## src/rtl/array_mult_pkg.sv

```systemverilog
// Helper functions shared by the pipelined array multiplier and its stage slice.
// The stage payload struct depends on module parameters and lives in the top.
package array_mult_pkg;

  // Upper bound on 2*DATA_WIDTH supported by the constant helper below
  localparam int AMUL_MAX_W = 256;

  function automatic int amul_rows_per_stage(input int n, input int stages);
    return (stages > 0) ? n / stages : 1;
  endfunction

  // Baugh-Wooley correction constant 2^N + 2^(2N-1); callers keep the low 2N bits
  function automatic logic [AMUL_MAX_W-1:0] amul_bw_const(input int n);
    logic [AMUL_MAX_W-1:0] c;
    c          = '0;
    c[n]       = 1'b1;
    c[2*n-1]   = 1'b1;
    return c;
  endfunction

endpackage

```

## src/rtl/array_mult_stage.sv

```systemverilog
// One combinational slice of the array multiplier: adds R consecutive
// partial-product rows (starting at first_row) to the incoming running sum.
// Build option: ARRAY_MULT_SIGNED_EN compiles in Baugh-Wooley correction;
// without it sgn is ignored and every row is a plain unsigned row.
module array_mult_stage
  import array_mult_pkg::*;
#(
  parameter int N     = 8,
  parameter int R     = 2,
  parameter int IDX_W = 3
) (
  input  logic [N-1:0]     a,
  input  logic [N-1:0]     b,
  input  logic             sgn,
  input  logic [2*N-1:0]   sum_in,
  input  logic [IDX_W-1:0] first_row,
  output logic [2*N-1:0]   sum_out
);

`ifdef ARRAY_MULT_SIGNED_EN
  localparam logic [AMUL_MAX_W-1:0] BW_FULL  = amul_bw_const(N);
  localparam logic [2*N-1:0]        BW_CONST = BW_FULL[2*N-1:0];
`else
  logic unused_sgn;
  assign unused_sgn = sgn;
`endif

  logic [N-1:0]   pp;
  logic [2*N-1:0] acc;
  logic           b_bit;
  int             row;

  // accumulate this slice's rows; row i is (a & b[i]) << i
  always_comb begin
    acc   = sum_in;
    pp    = '0;
    b_bit = 1'b0;
    row   = 0;
    for (int r = 0; r < R; r++) begin
      row   = int'(first_row) + r;
      b_bit = |(b & ({{(N-1){1'b0}}, 1'b1} << row));
      pp    = a & {N{b_bit}};
`ifdef ARRAY_MULT_SIGNED_EN
      // sign-bit cross terms are inverted; the a[N-1]*b[N-1] term is not
      if (sgn) begin
        if (row == N-1) pp[N-2:0] = ~pp[N-2:0];
        else            pp[N-1]   = ~pp[N-1];
      end
`endif
      acc = acc + ({{N{1'b0}}, pp} << row);
    end
`ifdef ARRAY_MULT_SIGNED_EN
    // the correction constant enters once, in the slice that owns row 0
    if (sgn && first_row == '0) acc = acc + BW_CONST;
`endif
    sum_out = acc;
  end

endmodule

```

## src/rtl/pipelined_array_multiplier.sv

```systemverilog
// Pipelined array multiplier with valid/ready on both sides and a sideband tag.
// STAGES register stages each hold one operand pair plus its running sum; all
// stages advance together and hold together under output backpressure.
// Build option: ARRAY_MULT_SIGNED_EN enables per-transaction signed mode
// (in_signed); without it the signed-flag bits are dropped and in_signed is ignored.
module pipelined_array_multiplier
  import array_mult_pkg::*;
#(
  parameter int DATA_WIDTH = 8,
  parameter int STAGES     = 4,
  parameter int TAG_WIDTH  = 4
) (
  input  logic                    clk,
  input  logic                    rst,
  input  logic                    in_valid,
  output logic                    in_ready,
  input  logic [DATA_WIDTH-1:0]   in_a,
  input  logic [DATA_WIDTH-1:0]   in_b,
  input  logic                    in_signed,
  input  logic [TAG_WIDTH-1:0]    in_tag,
  output logic                    out_valid,
  input  logic                    out_ready,
  output logic [2*DATA_WIDTH-1:0] out_product,
  output logic [TAG_WIDTH-1:0]    out_tag
);

  localparam int N     = DATA_WIDTH;
  localparam int R     = amul_rows_per_stage(N, STAGES);
  localparam int IDX_W = $clog2(N);

  if (N < 2 || STAGES < 1 || STAGES > N || (N % STAGES) != 0) begin : g_param_err
    $error("pipelined_array_multiplier: need DATA_WIDTH>=2, 1<=STAGES<=DATA_WIDTH, DATA_WIDTH%%STAGES==0");
  end

  typedef struct packed {
    logic [N-1:0]         a;
    logic [N-1:0]         b;
`ifdef ARRAY_MULT_SIGNED_EN
    logic                 sgn;
`endif
    logic [TAG_WIDTH-1:0] tag;
    logic [2*N-1:0]       sum;
  } stage_t;

  logic                         adv;
  logic                         in_fire;
  logic [STAGES:1]              vld_pipe;
  logic [STAGES-1:0]            vld_src;
  stage_t                       st_in;
  stage_t [STAGES:1]            st_q;
  stage_t [STAGES-1:0]          st_src;
  logic [STAGES:1][2*N-1:0]     sum_nxt;

  assign out_valid = vld_pipe[STAGES];
  assign adv       = !out_valid || out_ready;
  assign in_ready  = adv && !rst;
  assign in_fire   = in_valid && in_ready;

  // payload entering stage 1; the running sum starts from zero
  always_comb begin
    st_in     = '0;
    st_in.a   = in_a;
    st_in.b   = in_b;
    st_in.tag = in_tag;
`ifdef ARRAY_MULT_SIGNED_EN
    st_in.sgn = in_signed;
`endif
  end

`ifndef ARRAY_MULT_SIGNED_EN
  logic unused_in_signed;
  assign unused_in_signed = in_signed;
`endif

  // predecessor of stage k is st_src[k-1]: the input for k=1, else stage k-1
  assign st_src[0]  = st_in;
  assign vld_src[0] = in_fire;
  for (genvar k = 1; k < STAGES; k++) begin : g_link
    assign st_src[k]  = st_q[k];
    assign vld_src[k] = vld_pipe[k];
  end

  for (genvar k = 1; k <= STAGES; k++) begin : g_stage
    logic sgn;
`ifdef ARRAY_MULT_SIGNED_EN
    assign sgn = st_src[k-1].sgn;
`else
    assign sgn = 1'b0;
`endif
    array_mult_stage #(.N(N), .R(R), .IDX_W(IDX_W)) u_stage (
      .a         (st_src[k-1].a),
      .b         (st_src[k-1].b),
      .sgn       (sgn),
      .sum_in    (st_src[k-1].sum),
      .first_row (IDX_W'((k-1)*R)),
      .sum_out   (sum_nxt[k])
    );
  end

  // shift every stage (bubbles included) on advance, freeze all on a stall
  always_ff @(posedge clk) begin
    if (rst) begin
      vld_pipe <= '0;
      st_q     <= '0;
    end else if (adv) begin
      for (int k = 1; k <= STAGES; k++) begin
        vld_pipe[k]  <= vld_src[k-1];
        st_q[k]      <= st_src[k-1];
        st_q[k].sum  <= sum_nxt[k];
      end
    end
  end

  assign out_product = st_q[STAGES].sum;
  assign out_tag     = st_q[STAGES].tag;

  // operands of the last stage have no further consumer
  logic unused_tail;
  assign unused_tail = ^st_q[STAGES];

endmodule

```

## config.mk

```make
export PLATFORM = sky130hd
export DESIGN_NAME = pipelined_array_multiplier
export DESIGN_NICKNAME = d
export VERILOG_FILES = /design/src/rtl/array_mult_pkg.sv /design/src/rtl/array_mult_stage.sv /design/src/rtl/pipelined_array_multiplier.sv
export SDC_FILE = /design/constraint.sdc
export NUM_CORES = 1
export LEC_CHECK = 0
export CAP_MARGIN = 20
export CELL_PAD_IN_SITES_DETAIL_PLACEMENT = 1
export CELL_PAD_IN_SITES_GLOBAL_PLACEMENT = 2
export CORE_MARGIN = 3
export CORE_UTILIZATION = 39
export CTS_CLUSTER_SIZE = 8
export DETAILED_ROUTE_END_ITERATION = 7
export GPL_ROUTABILITY_DRIVEN = 0
export PLACE_DENSITY = 0.9
export SYNTH_ARGS = -nofsm -noshare
export SYNTH_HDL_FRONTEND = slang
export SYNTH_SLANG_ARGS = --single-unit
```

## constraint.sdc

```tcl
create_clock -name clk -period 5.1 [get_ports clk]
set_clock_uncertainty 0.2 [all_clocks]
set_input_delay 1.02 -clock clk [delete_from_list [all_inputs] [get_ports clk]]
set_output_delay 1.02 -clock clk [all_outputs]
set_load 0.05 [all_outputs]
```

==> results.py <==
metrics = {
    "run_status": {
        "status": "finished, final reports clean",
    },
    "cells_and_area": {
        "post_route_cells_drive_above_1_share": 0.0441,
        "n_antenna_cell": 0,
        "fillerInstances": 1808,
        "ff_latch_area_sq_um": 2160,
        "multi_input_area_sq_um": 3600,
        "utilization": 0.448,
        "syn_to_final_growth_pct": 11.6,
        "nets": 828,
    },
    "hold_path": {
        "hold_path.startpoint": "out_tag[1]",
        "min_path_type": "flop to flop",
    },
    "clock_network": {
        "clock-sinks": 108,
        "clk_latency_ns": 0.35,
        "clkSlewWorstSetupHoldPaths_ns": 0.07,
        "clk_path_buf_depth": 2,
        "hold_buffers": 0,
        "cts_max_level": 3,
        "cts.root.buffer_cell": "clkbuf_16",
        "cts_buffers": 9,
        "cts_tree": "done",
        "post_cts_buffers": 0,
        "cts_resized": 0,
    },
    "floorplan": {
        "pin_count": 47,
        "rows": 45,
        "start_util": 0.402,
        "die_w_um": 132,
        "fp.coreArea_sq_um": 15300,
        "die_area_sq_um": 17300,
        "die_height_um": 132,
    },
    "yosys": {
        "syn_area_sq_um": 6150,
        "synth-warning-count": 0,
        "synth-seq-area-share": 0.352,
        "yosysUniqueCellTypes": 53,
        "synth_largest_area_cell": "dfxtp_1",
        "yosys-top-cells-area": "dfxtp_1 35%, nand2_1 10%, fa_1 8.1%, a21oi_1 7.3%, ha_1 6.9%",
        "synth-seq-cells": 108,
        "ys.flop_type": "dfxtp_1",
        "yosysMostFrequentCell": "nand2_1",
        "synthArstFlopShare": 0,
        "yosys.area.top_type_share": 0.352,
        "postSynthNetCount": 827,
        "synth-edff-count": 0,
        "avgSynthCellArea_sq_um": 8.28,
        "synthCells": 743,
        "synthTopCellsByCount": "172 x nand2_1, 108 x dfxtp_1, 90 x a21oi_1, 58 x and2_1, 34 x ha_1",
    },
    "route": {
        "postRouteAntennaNets": 0,
        "drtIter0Drc": 261,
        "avgRoutedWirePerCell_um": 15.0,
        "firstDrtPassIters": 4,
        "via_per_inst": 5.28,
        "finalWirelength_um": 14400,
        "vias": 5067,
        "drt-met1-wl_um": 6540,
        "drc": 0,
        "met2_length_um": 7240,
        "top_layer": "met4",
        "route.met3.wl_um": 420,
    },
    "critical_path": {
        "critPathMaxStageDelay_ns": 0.85,
        "required_ns": 3.88,
        "crit_top_cell": "clkdlybuf4s50_1",
        "cp.buffers_inverters": 2,
        "cp-start-kind": "primary input",
        "worstSetupPathType": "primary input to output pin",
        "cp-startpoint": "out_ready",
        "critical_path_peak_fanout": 2,
        "cp_slowest_cell": "clkdlybuf4s50_1",
        "worst_ep_arrival_time_ns": 2.63,
        "crit_path_cell_trace": "clkdlybuf4s50_1 > nor2b_4 > nor2_1 > clkdlybuf4s50_1",
        "cp-end-kind": "output pin",
        "crit-reg2reg-launch": "st_q[22]",
        "path_delay_family": "buffers and inverters",
    },
    "sta": {
        "fin_crit_sh": 0.755,
        "fmax_mhz": 260,
        "setup_viol": 0,
        "drv_slew": 0,
        "timing.slew.headroom": 0.297,
        "hold_viol": 0,
        "worstMarginPinSlew_ns": 1.05,
        "whs_ns": 0.251,
        "tns_ns": 0,
        "fin_ws_ns": 1.25,
        "rsz0062_at_grt": "false",
        "post-route-min-period_ns": 3.85,
    },
    "power": {
        "powerDensity_nw_per_um2": 263,
        "leakage_uw": 0.00283,
        "peakVddDrop_v": 0.000212,
    },
    "global_routing": {
        "grt_util_all_layers": 0.169,
        "antenna_found_initial": 0,
        "grt_max_degree": 96,
        "gr-total-overflow": 0,
        "grt_pass1_vias": 5325,
        "grt_first_pass_wirelength_um": 24900,
    },
    "place": {
        "io_buffer_count": 45,
        "dp_hpwl_um": 9920,
        "place_ws_ns": 1.19,
    },
    "run": {
        "maxCapViolations": 0,
    },
}
-- cell usage in the layout (no fill, tap or decap), drive strengths merged, types with 21 or more instances in the layout --
master and instances:
inv 25, and2 58, clkdlybuf4s50 44, nor2 21, nand2 172, fa 25
ha 34, dfxtp 108, a21oi 90
-- through the flow --
step                      instance area [sq um]  instances  total power, uW
after global routing                       6860        959             1900
after detailed placement                   6590        944             1150
final                                      6860        959             1810
after global placement                     6590        944             1150
after floorplan                            6150        743             1090
after CTS                                  6860        959             1830
-- metal layers --
| layer | GRT usage | up-vias |
|---|---|---|
| met3 | 0.0371 | 14 |
| li1 | - | 2522 |
| met5 | 0 | - |
| met2 | 0.302 | 65 |
| met1 | 0.204 | 2466 |
| met4 | 0.0449 | 0 |
-- worst min-delay path, cell delays in order, from the launching register on --
cell and delay [ns]:
dfxtp_1 0.31, nand2_1 0.05, a21oi_1 0.05
-- state kept, by name, indices dropped and copies added, names as in the netlist --
register     count
vld_pipe         4
st_q            84
out_product     16
out_tag          4
-- layout make-up --
class,count,share of cell area
Clock inverter,6,0.00711
Timing Repair Buffer,49,0.0697
Multi-Input combinational cell,553,0.524
Sequential cell,108,0.315
Tap cell,211,0.0385
Inverter,23,0.0126
Clock buffer,9,0.0328
-- cells by family after synthesis --
family | after synthesis | share of synthesized area
compound gates | 179 | 0.189
xor+xnor | 3 | 0.00427
fa+ha+maj | 59 | 0.151
buf+inv | 82 | 0.0661
flops | 108 | 0.352
simple gates | 312 | 0.239
-- power breakdown --
part	internal, uW	switching, uW	total, uW	leakage [uW]
sequential	882	29.3	912	0.000884
clock	334	337	672	0.000130
combinational	94.9	129	223	0.00181
-- worst paths after layout --
path | end | slack (ns) | depth (start not counted)
worst max-delay path | in_ready | 1.25 | 4
worst min-delay path | out_tag[1] | 0.25 | 2
worst max register to register | st_q[46] | 2.08 | 8
worst min register to register | out_tag[1] | 0.25 | 2
No activity file was read; power rests on OpenSTA's default activity.
